==> src/rtl/conv_row_sequencer_pkg.sv <==
// conv_row_sequencer_pkg: shared state encoding and derived constants for the row sequencer
package conv_row_sequencer_pkg;
  typedef enum logic [2:0] {
    IDLE     = 3'd0,
    CLEAR    = 3'd1,
    LOAD_WGT = 3'd2,
    ROW      = 3'd3,
    DRAIN    = 3'd4,
    DONE     = 3'd5
  } state_t;
  function automatic int out_per_row(input int row_len, input int k);
    return row_len - k + 1;
  endfunction
  localparam int OUT_PER_ROW = out_per_row(9, 3);
endpackage

==> src/rtl/conv_seq_counter.sv <==
// conv_seq_counter: clearable up-counter that wraps to zero after WRAP-1 and flags its terminal value
module conv_seq_counter #(
  parameter int WIDTH = 4,
  parameter int WRAP  = 9
) (
  input  logic             clk1,
  input  logic             rst_n,
  input  logic             clr,
  input  logic             en,
  output logic [WIDTH-1:0] cnt,
  output logic             last
);
  assign last = cnt == WIDTH'(WRAP - 1);
  // count on enable, wrapping at the terminal value so the counter never runs past it
  always_ff @(posedge clk1 or negedge rst_n)
    if (!rst_n) cnt <= '0;
    else if (clr) cnt <= '0;
    else if (en) cnt <= last ? '0 : cnt + 1'b1;
endmodule

==> src/rtl/conv_row_sequencer.sv <==
// conv_row_sequencer: loads the kernel, streams ifm rows and schedules psum FIFO enables for the PE array
module conv_row_sequencer
  import conv_row_sequencer_pkg::*;
#(
  parameter int IFM_WIDTH    = 8,
  parameter int WEIGHT_WIDTH = 8,
  parameter int KERNEL_SIZE  = 3,
  parameter int ROW_LEN      = 9,
  parameter int CNT_WIDTH    = 4
) (
  input  logic                                        clk1,
  input  logic                                        rst_n,
  input  logic                                        start,
  input  logic [WEIGHT_WIDTH*KERNEL_SIZE*KERNEL_SIZE-1:0] wgt_in,
  input  logic                                        wgt_valid,
  output logic                                        wgt_ready,
  input  logic [IFM_WIDTH-1:0]                        ifm_in,
  input  logic                                        ifm_valid,
  output logic                                        ifm_ready,
  input  logic                                        drain_ready,
  output logic [WEIGHT_WIDTH*KERNEL_SIZE*KERNEL_SIZE-1:0] wgt,
  output logic [IFM_WIDTH-1:0]                        ifm,
  output logic                                        set_wgt,
  output logic                                        set_ifm,
  output logic [KERNEL_SIZE-1:0]                      wr_en,
  output logic [KERNEL_SIZE-1:0]                      rd_en,
  output logic                                        rd_clr,
  output logic                                        wr_clr,
  output logic                                        busy,
  output logic                                        done
);
  localparam int OPR = out_per_row(ROW_LEN, KERNEL_SIZE);
  state_t state, state_d;
  logic [CNT_WIDTH-1:0] col, row, d;
  logic col_last, row_last, d_last, cnt_clr, wgt_acc, ifm_acc, drn_acc, row_out, set_wgt_d;
  logic [KERNEL_SIZE-1:0] wr_en_d, rd_en_d;
  conv_seq_counter #(.WIDTH(CNT_WIDTH), .WRAP(ROW_LEN)) u_col (
    .clk1(clk1), .rst_n(rst_n), .clr(cnt_clr), .en(ifm_acc), .cnt(col), .last(col_last)
  );
  conv_seq_counter #(.WIDTH(CNT_WIDTH), .WRAP(KERNEL_SIZE)) u_row (
    .clk1(clk1), .rst_n(rst_n), .clr(cnt_clr), .en(ifm_acc && col_last), .cnt(row), .last(row_last)
  );
  conv_seq_counter #(.WIDTH(CNT_WIDTH), .WRAP(OPR)) u_drain (
    .clk1(clk1), .rst_n(rst_n), .clr(cnt_clr), .en(drn_acc), .cnt(d), .last(d_last)
  );
  // state register
  always_ff @(posedge clk1 or negedge rst_n)
    if (!rst_n) state <= IDLE;
    else state <= state_d;
  // accepts, next-cycle enables and next state; a row writes its FIFO once a full kernel window is in
  always_comb begin
    wgt_acc = state == LOAD_WGT && wgt_valid;
    ifm_acc = state == ROW && ifm_valid;
    drn_acc = state == DRAIN && drain_ready && d < CNT_WIDTH'(OPR);
    row_out = ifm_acc && col >= CNT_WIDTH'(KERNEL_SIZE - 1);
    cnt_clr = state == CLEAR;
    set_wgt_d = wgt_acc || (ifm_acc && col == '0);
    wr_en_d = row_out ? KERNEL_SIZE'(1) << row : '0;
    rd_en_d = row_out && row != '0 ? KERNEL_SIZE'(1) << (row - 1'b1) :
              drn_acc ? KERNEL_SIZE'(1) << (KERNEL_SIZE - 1) : '0;
    state_d = state;
    case (state)
      IDLE:     if (start) state_d = CLEAR;
      CLEAR:    state_d = LOAD_WGT;
      LOAD_WGT: if (wgt_acc) state_d = ROW;
      ROW:      if (ifm_acc && col_last && row_last) state_d = DRAIN;
      DRAIN:    if (drn_acc && d_last) state_d = DONE;
      DONE:     state_d = IDLE;
      default:  state_d = IDLE;
    endcase
  end
  // registered outputs, all derived from the upcoming state and this cycle's accepts
  always_ff @(posedge clk1 or negedge rst_n)
    if (!rst_n) begin
      {busy, done, rd_clr, wr_clr, wgt_ready, ifm_ready, set_wgt, set_ifm} <= '0;
      wr_en <= '0;
      rd_en <= '0;
      wgt <= '0;
      ifm <= '0;
    end else begin
      busy <= state_d != IDLE;
      done <= state_d == DONE;
      rd_clr <= state_d == CLEAR;
      wr_clr <= state_d == CLEAR;
      wgt_ready <= state_d == LOAD_WGT;
      ifm_ready <= state_d == ROW;
      set_wgt <= set_wgt_d;
      set_ifm <= ifm_acc;
      wr_en <= wr_en_d;
      rd_en <= rd_en_d;
      wgt <= wgt_acc ? wgt_in : wgt;
      ifm <= ifm_acc ? ifm_in : ifm;
    end
endmodule

==> config.mk <==
export PLATFORM = sky130hd
export DESIGN_NAME = conv_row_sequencer
export DESIGN_NICKNAME = d
export VERILOG_FILES = /design/src/rtl/conv_row_sequencer_pkg.sv /design/src/rtl/conv_seq_counter.sv /design/src/rtl/conv_row_sequencer.sv
export SDC_FILE = /design/constraint.sdc
export NUM_CORES = 1
export LEC_CHECK = 0
export CAP_MARGIN = 20
export CORE_ASPECT_RATIO = 1.25
export CORE_MARGIN = 5
export CORE_UTILIZATION = 44
export DETAILED_ROUTE_END_ITERATION = 8
export PLACE_DENSITY_LB_ADDON = 0.08
export SLEW_MARGIN = 40
export SYNTH_ARGS = -nofsm -noshare
export SYNTH_HDL_FRONTEND = slang
export SYNTH_SLANG_ARGS = --single-unit
==> constraint.sdc <==
create_clock -name clk1 -period 1.85 [get_ports clk1]
set_input_delay 0.37 -clock clk1 [delete_from_list [all_inputs] [get_ports clk1]]
set_output_delay 0.37 -clock clk1 [all_outputs]
set_load 0.02 [all_outputs]
* After elaboration in Yosys (flattened, before gate mapping)
Cells that the tools add are included.
** Storage, ports and cells
- Flip-flop bits (word level) :: 108
- Output and inout port bits :: 94
** Cells by class
- $add $sub $neg :: 4
- Magnitude comparators :: 2
- Equality and inequality tests :: 11
- Shift operators :: 2
- Mux-type cells :: 17
- Reductions and logical operators :: 18
** Operators with widths (number)
- $mux W4 :: 9
- $mux W3 :: 7
- $pmux W3 S5 :: 1
- $add A4 B1 Y4 const B :: 3
- $eq A3 B2 Y1 const B :: 4
- $logic_and A1 B1 Y1 :: 10
- $shl A1 B4 Y3 const A :: 2
- $eq A3 B1 Y1 const B :: 2
- $eq A3 B3 Y1 const B :: 2
- $reduce_bool A2 Y1 :: 3
- $eq A4 B2 Y1 const B :: 1
- $eq A4 B3 Y1 const B :: 1
- $eq A4 B4 Y1 const B :: 1
- $ge A4 B2 Y1 const B :: 1
- $logic_not A4 Y1 :: 1
- $lt A4 B3 Y1 const B :: 1
- $reduce_bool A4 Y1 :: 1
- $sub A4 B1 Y4 const B :: 1
- $logic_not A3 Y1 :: 1
- $reduce_bool A3 Y1 :: 1
- $logic_or A1 B1 Y1 :: 1

* Longest topological paths before layout
- Word-level depth :: 7
- Depth in mapped cells :: 6
- Mapped depth without buffers :: 5

* Modules after synthesis
Synthesis repeated with hierarchy kept, for this count alone.
** Unflattened totals
- Cells, all modules :: 326
- Area, all modules :: 4434.3 um^2
** Modules (own cells, without submodules)
- conv_row_sequencer :: times used 1, cells an instance 256, area each 3747.3 um^2, sequential area each 2402.3 um^2
- conv_seq_counter (u_col) :: times used 1, cells an instance 25, area each 236.5 um^2, sequential area each 100.1 um^2
- conv_seq_counter (u_row) :: times used 1, cells an instance 22, area each 231.5 um^2, sequential area each 100.1 um^2
- conv_seq_counter (u_drain) :: times used 1, cells an instance 23, area each 219.0 um^2, sequential area each 100.1 um^2

* Worst setup path before layout
Ideal clock, no wire load.
- Path kind :: register -> register
- Start :: register u_row.cnt[0]
- End :: register u_row.cnt[1]
- Setup time :: 78 ps
- Data arrival time :: 1508 ps
- Path slack :: 265 ps
- Cell stages (with the launch flop) :: 6
- Clock period less this slack :: 1585 ps
- Cell sequence :: dfrtp_1 -> inv_1 -> ha_1 -> nor3b_1 -> or4_1 -> a21oi_1
** On the way
- Longest elaborated chain between the ends :: 4
- Elaborated cells between the ends (all ways) :: 5
- Classes of those cells :: 1 x add/sub; 1 x eq/ne; 3 x mux
** Ends and longest elaborated chain
- from (decl) :: RTL line conv_seq_counter.sv:10 : output logic [WIDTH-1:0] cnt,
- from (signal assigned) :: RTL line conv_seq_counter.sv:18 : else if (en) cnt <= last ? '0 : cnt + 1'b1;
- $add A4 B1 Y4 or $eq A4 B2 Y1 (tied branches) :: RTL line conv_seq_counter.sv:18, conv_seq_counter.sv:13
- $mux W4 (*) (2 in a row) :: RTL line conv_seq_counter.sv:18
- $mux W4 (*) :: RTL line conv_seq_counter.sv:17 : else if (clr) cnt <= '0;
Mark *: on every way between the ends. The rest lies on a longest branch, timed or not. The select of a mux whose other input is x is not followed.
A chain may end at the register's enable or synchronous reset.

* Worst setup path in the final report
- Start :: register u_col.cnt[1]
- End :: register u_row.cnt[1]
** On the way
- Longest elaborated chain between the ends :: 3
** Ends and longest elaborated chain
- from (decl) :: RTL line conv_seq_counter.sv:10
- from (signal assigned) :: RTL line conv_seq_counter.sv:18
- $eq A4 B4 Y1 :: RTL line conv_seq_counter.sv:13 : assign last = cnt == WIDTH'(WRAP - 1);
- $logic_and A1 B1 Y1 :: RTL line conv_row_sequencer.sv:41 : .clk1(clk1), .rst_n(rst_n), .clr(cnt_clr), .en(ifm_acc && col_last), .cnt(row), .last(row_last)
- $reduce_bool A2 Y1 (no source line)
Every way passes these cells.

==> results.md <==
* Max FO, Critical Path at 7
* Slowest cell on the critical path: or4_1
* Port Buffers at 179
* Post-Route Setup TNS at 0 ns
* Synth Net Count at 419
* Worst Path Class, Setup: flip-flop to flip-flop
* Avg Inst Size Synth at between 10 and 15 sq um
* Vias in the first global route at 3383
* DRC Markers at 0
* CP arrival at 2.01 ns
* Period utilization at 94.71%
* Max Root-Sink Buffers at 2
* CP startpoint kind: flip-flop
* CORE AREA at ~10000 sq um
* FF/Latch Area at 2703 sq um
* Clock Skew at 0.004643 ns
* Max VDD drop at 0.7638 mV
* Top-area cell type share of the netlist area at 58.43%
* Final wirelength at 11660 um
* Top post-synthesis cells by area: dfrtp_1, mux2_4, mux2_2, nand2_1, ha_1
* Max_cap viols at 0
* Grt ovf at 0
* Multi-input logic area at ~1800 sq um
* Hold WC Path Type: flip-flop to flip-flop
* RD Place Congestion at 0.8290
* IO Count at 180
* Worst path max stage delay at 0.52 ns
* Vias per Instance at 4.973
* CTS Root Cell: clkbuf_16
* Total number of vias at 3272
* Count leader, synth: dfrtp_1
* Synth top cells by count: dfrtp_1, mux2_4, nand2_1
* GRT Util Overall at 18.67%
* Final Slew Violations at 0
* Worst-Margin Slew at 0.7043 ns
* Final setup fails at 0
* Outcome: finished, final reports clean
* Hold Vio Cnt, Final at 0
* Initial antenna violation count at 0
* PD cells at 1673 nW/um^2
* Mapped Cells at 325
* RSZ-0062 raised after global routing: no
* First-pass GRT wire length at 18400 um
* Setup ws final at just under 0.1 ns
* CTS H-tree lvls at 3
* Die Wd at 101.7 um
* Number of distinct library cells after synthesis at 47
* Row cnt at 41
* CTS tree: done
* Leakage power at about 3 nW
* CP Cell Sequence: buf_4 > inv_1 > ha_2 > nand3b_1 > or4_1 > a21oi_1
* Post-route ant nets at 0
* CP Capture Type: flip-flop
* Antenna diode count at 0
* Primary FF master, synth: dfrtp_1
* Total CTS buffers at 9
* Worst relative slew slack at 52.53%
* Crit path required time at 2.11 ns
* Pre-CTS WS at -0.06947 ns
* Initial drt markers at 64
* Post-synth top area cell: dfrtp_1
* Area delta synth->final at 51.37%
* Tmin final at 1.752 ns
* TritonRoute pass-1 iters at 4
* Max Freq at 570.7 MHz
* Number of synthesized flops with an enable pin at 0
* Post-synthesis async set-or-reset flop share at 100.0%
* Clock transition at path regs at 0.07 ns
* Initial Util at between 40% and 50%
* Register area share after synthesis at 58.43%
* Synthesis-stage register bit count at 108
* Largest net degree at the start of global routing at 53
* Die area at around 13000 sq um
* Die H at 124.6 um
* Layout cells sized above 1 at 22.68%
* Num Clock Sinks at 108
* Syn. warnings at 0
* Fill count at 775
* DR WL/cell at between 15 and 20 um
* Cell area after synthesis at 4626 sq um
* Clk_lat worst skew at 0.34 ns
* Nets@finish at 619
* DP HPWL at just under 9000 um
==> critical path: cells and delay by family (launching register included) <==
family / cells / cell delay [ns]
simple gates: 2 / 0.72
flops: 1 / 0.40
buf+inv: 2 / 0.20
fa+ha+maj: 1 / 0.20
compound gates: 1 / 0.16
==> cell usage in the layout (no fill, tap or decap), types with 3 or more instances in the layout <==
cell type,count
mux2_2,25
inv_1,9
ha_1,7
o21ai_0,8
nor4b_1,3
clkbuf_16,9
nor2_1,10
nand3_1,5
nand2b_1,3
a21oi_1,9
nand2_1,33
mux2_4,47
buf_12,4
clkdlybuf4s50_1,178
buf_4,22
dfrtp_1,108
nor4_1,3
or4_1,4
==> sequential cells by signal, summed over array words and instances, names as in the netlist, 3 cells and up <==
| signal | cells |
|---|---|
| ifm | 8 |
| rd_en | 3 |
| state | 3 |
| u_col.cnt | 4 |
| u_drain.cnt | 4 |
| u_row.cnt | 4 |
| wgt | 72 |
| wr_en | 3 |
==> through the flow <==
step	hold slack, ns	area, sq um	util (%)	power [mW]	cells
after floorplan	0.07441	4626	-	7.073	325
after global placement	0.3260	6660	65.24	9.675	640
after detailed placement	0.3309	6668	65.31	9.831	640
after CTS	0.4783	6979	68.37	11.83	656
after global routing	0.4989	7002	68.59	12.36	658
final	0.4727	7002	68.59	11.72	658
==> metal layers <==
layer	share of wire (%)	routed length (um)	track usage, %
met5	0	0	0
met4	1.3	157	5.164
met3	8.2	954	5.434
met2	50	5886	31.01
met1	40	4657	23.50
==> cells by family (layout without fill, tap and decap cells) <==
group | count (synthesis) | in the layout | share of synthesized area [%]
buffers and inverters | 25 | 229 | 3.814
and+or+nand+nor | 79 | 79 | 9.602
DFF | 108 | 108 | 58.43
AOI/OAI and AO/OA | 29 | 29 | 3.841
adders and majority gates | 8 | 8 | 2.164
xor gates and xnor gates | 2 | 2 | 0.3788
muxes | 74 | 74 | 21.77
==> layout make-up <==
cell class	instances	area share (%)
sequential	108	38.60
timing repair buffer	205	29.09
multi-input combinational	192	25.21
clock buffer	11	3.610
tap	129	2.305
clock inverter	4	0.6969
inverter	9	0.4825
==> power breakdown <==
group          internal, mW  switching (mW)  leakage (nW)
Clock                  1.11           0.817         0.151
Combinational          3.21            2.63          1.63
Sequential             3.38           0.575          1.30
Total                  7.70            4.02          3.08
==> path summary, 6_finish.rpt <==
check / from / endpoint / slack, ns / cells after the start
worst min-delay path: ifm[1]$_DFFE_PN0P_ / ifm[1]$_DFFE_PN0P_ / 0.47 / 2
worst max-delay path: u_col.cnt[1]$_DFFE_PN0P_ / u_row.cnt[1]$_DFFE_PN0P_ / 0.1 / 6
min in group asynchronous: rst_n / wgt[60]$_DFFE_PN0P_ / 0.50 / 2
max in group asynchronous: rst_n / wr_en[1]$_DFF_PN0_ / 0.72 / 3
worst min register to register: ifm[1]$_DFFE_PN0P_ / ifm[1]$_DFFE_PN0P_ / 0.47 / 2
worst max register to register: u_col.cnt[1]$_DFFE_PN0P_ / u_row.cnt[1]$_DFFE_PN0P_ / 0.1 / 6
==> repair_timing <==
item	CTS	global route
endpoints found under the setup margin	0	3
hold endpoints to repair	28	0
gates resized for setup	0	2
buffers inserted	0	2
hold buffers	1	0
(Power assumes the default switching activity.)
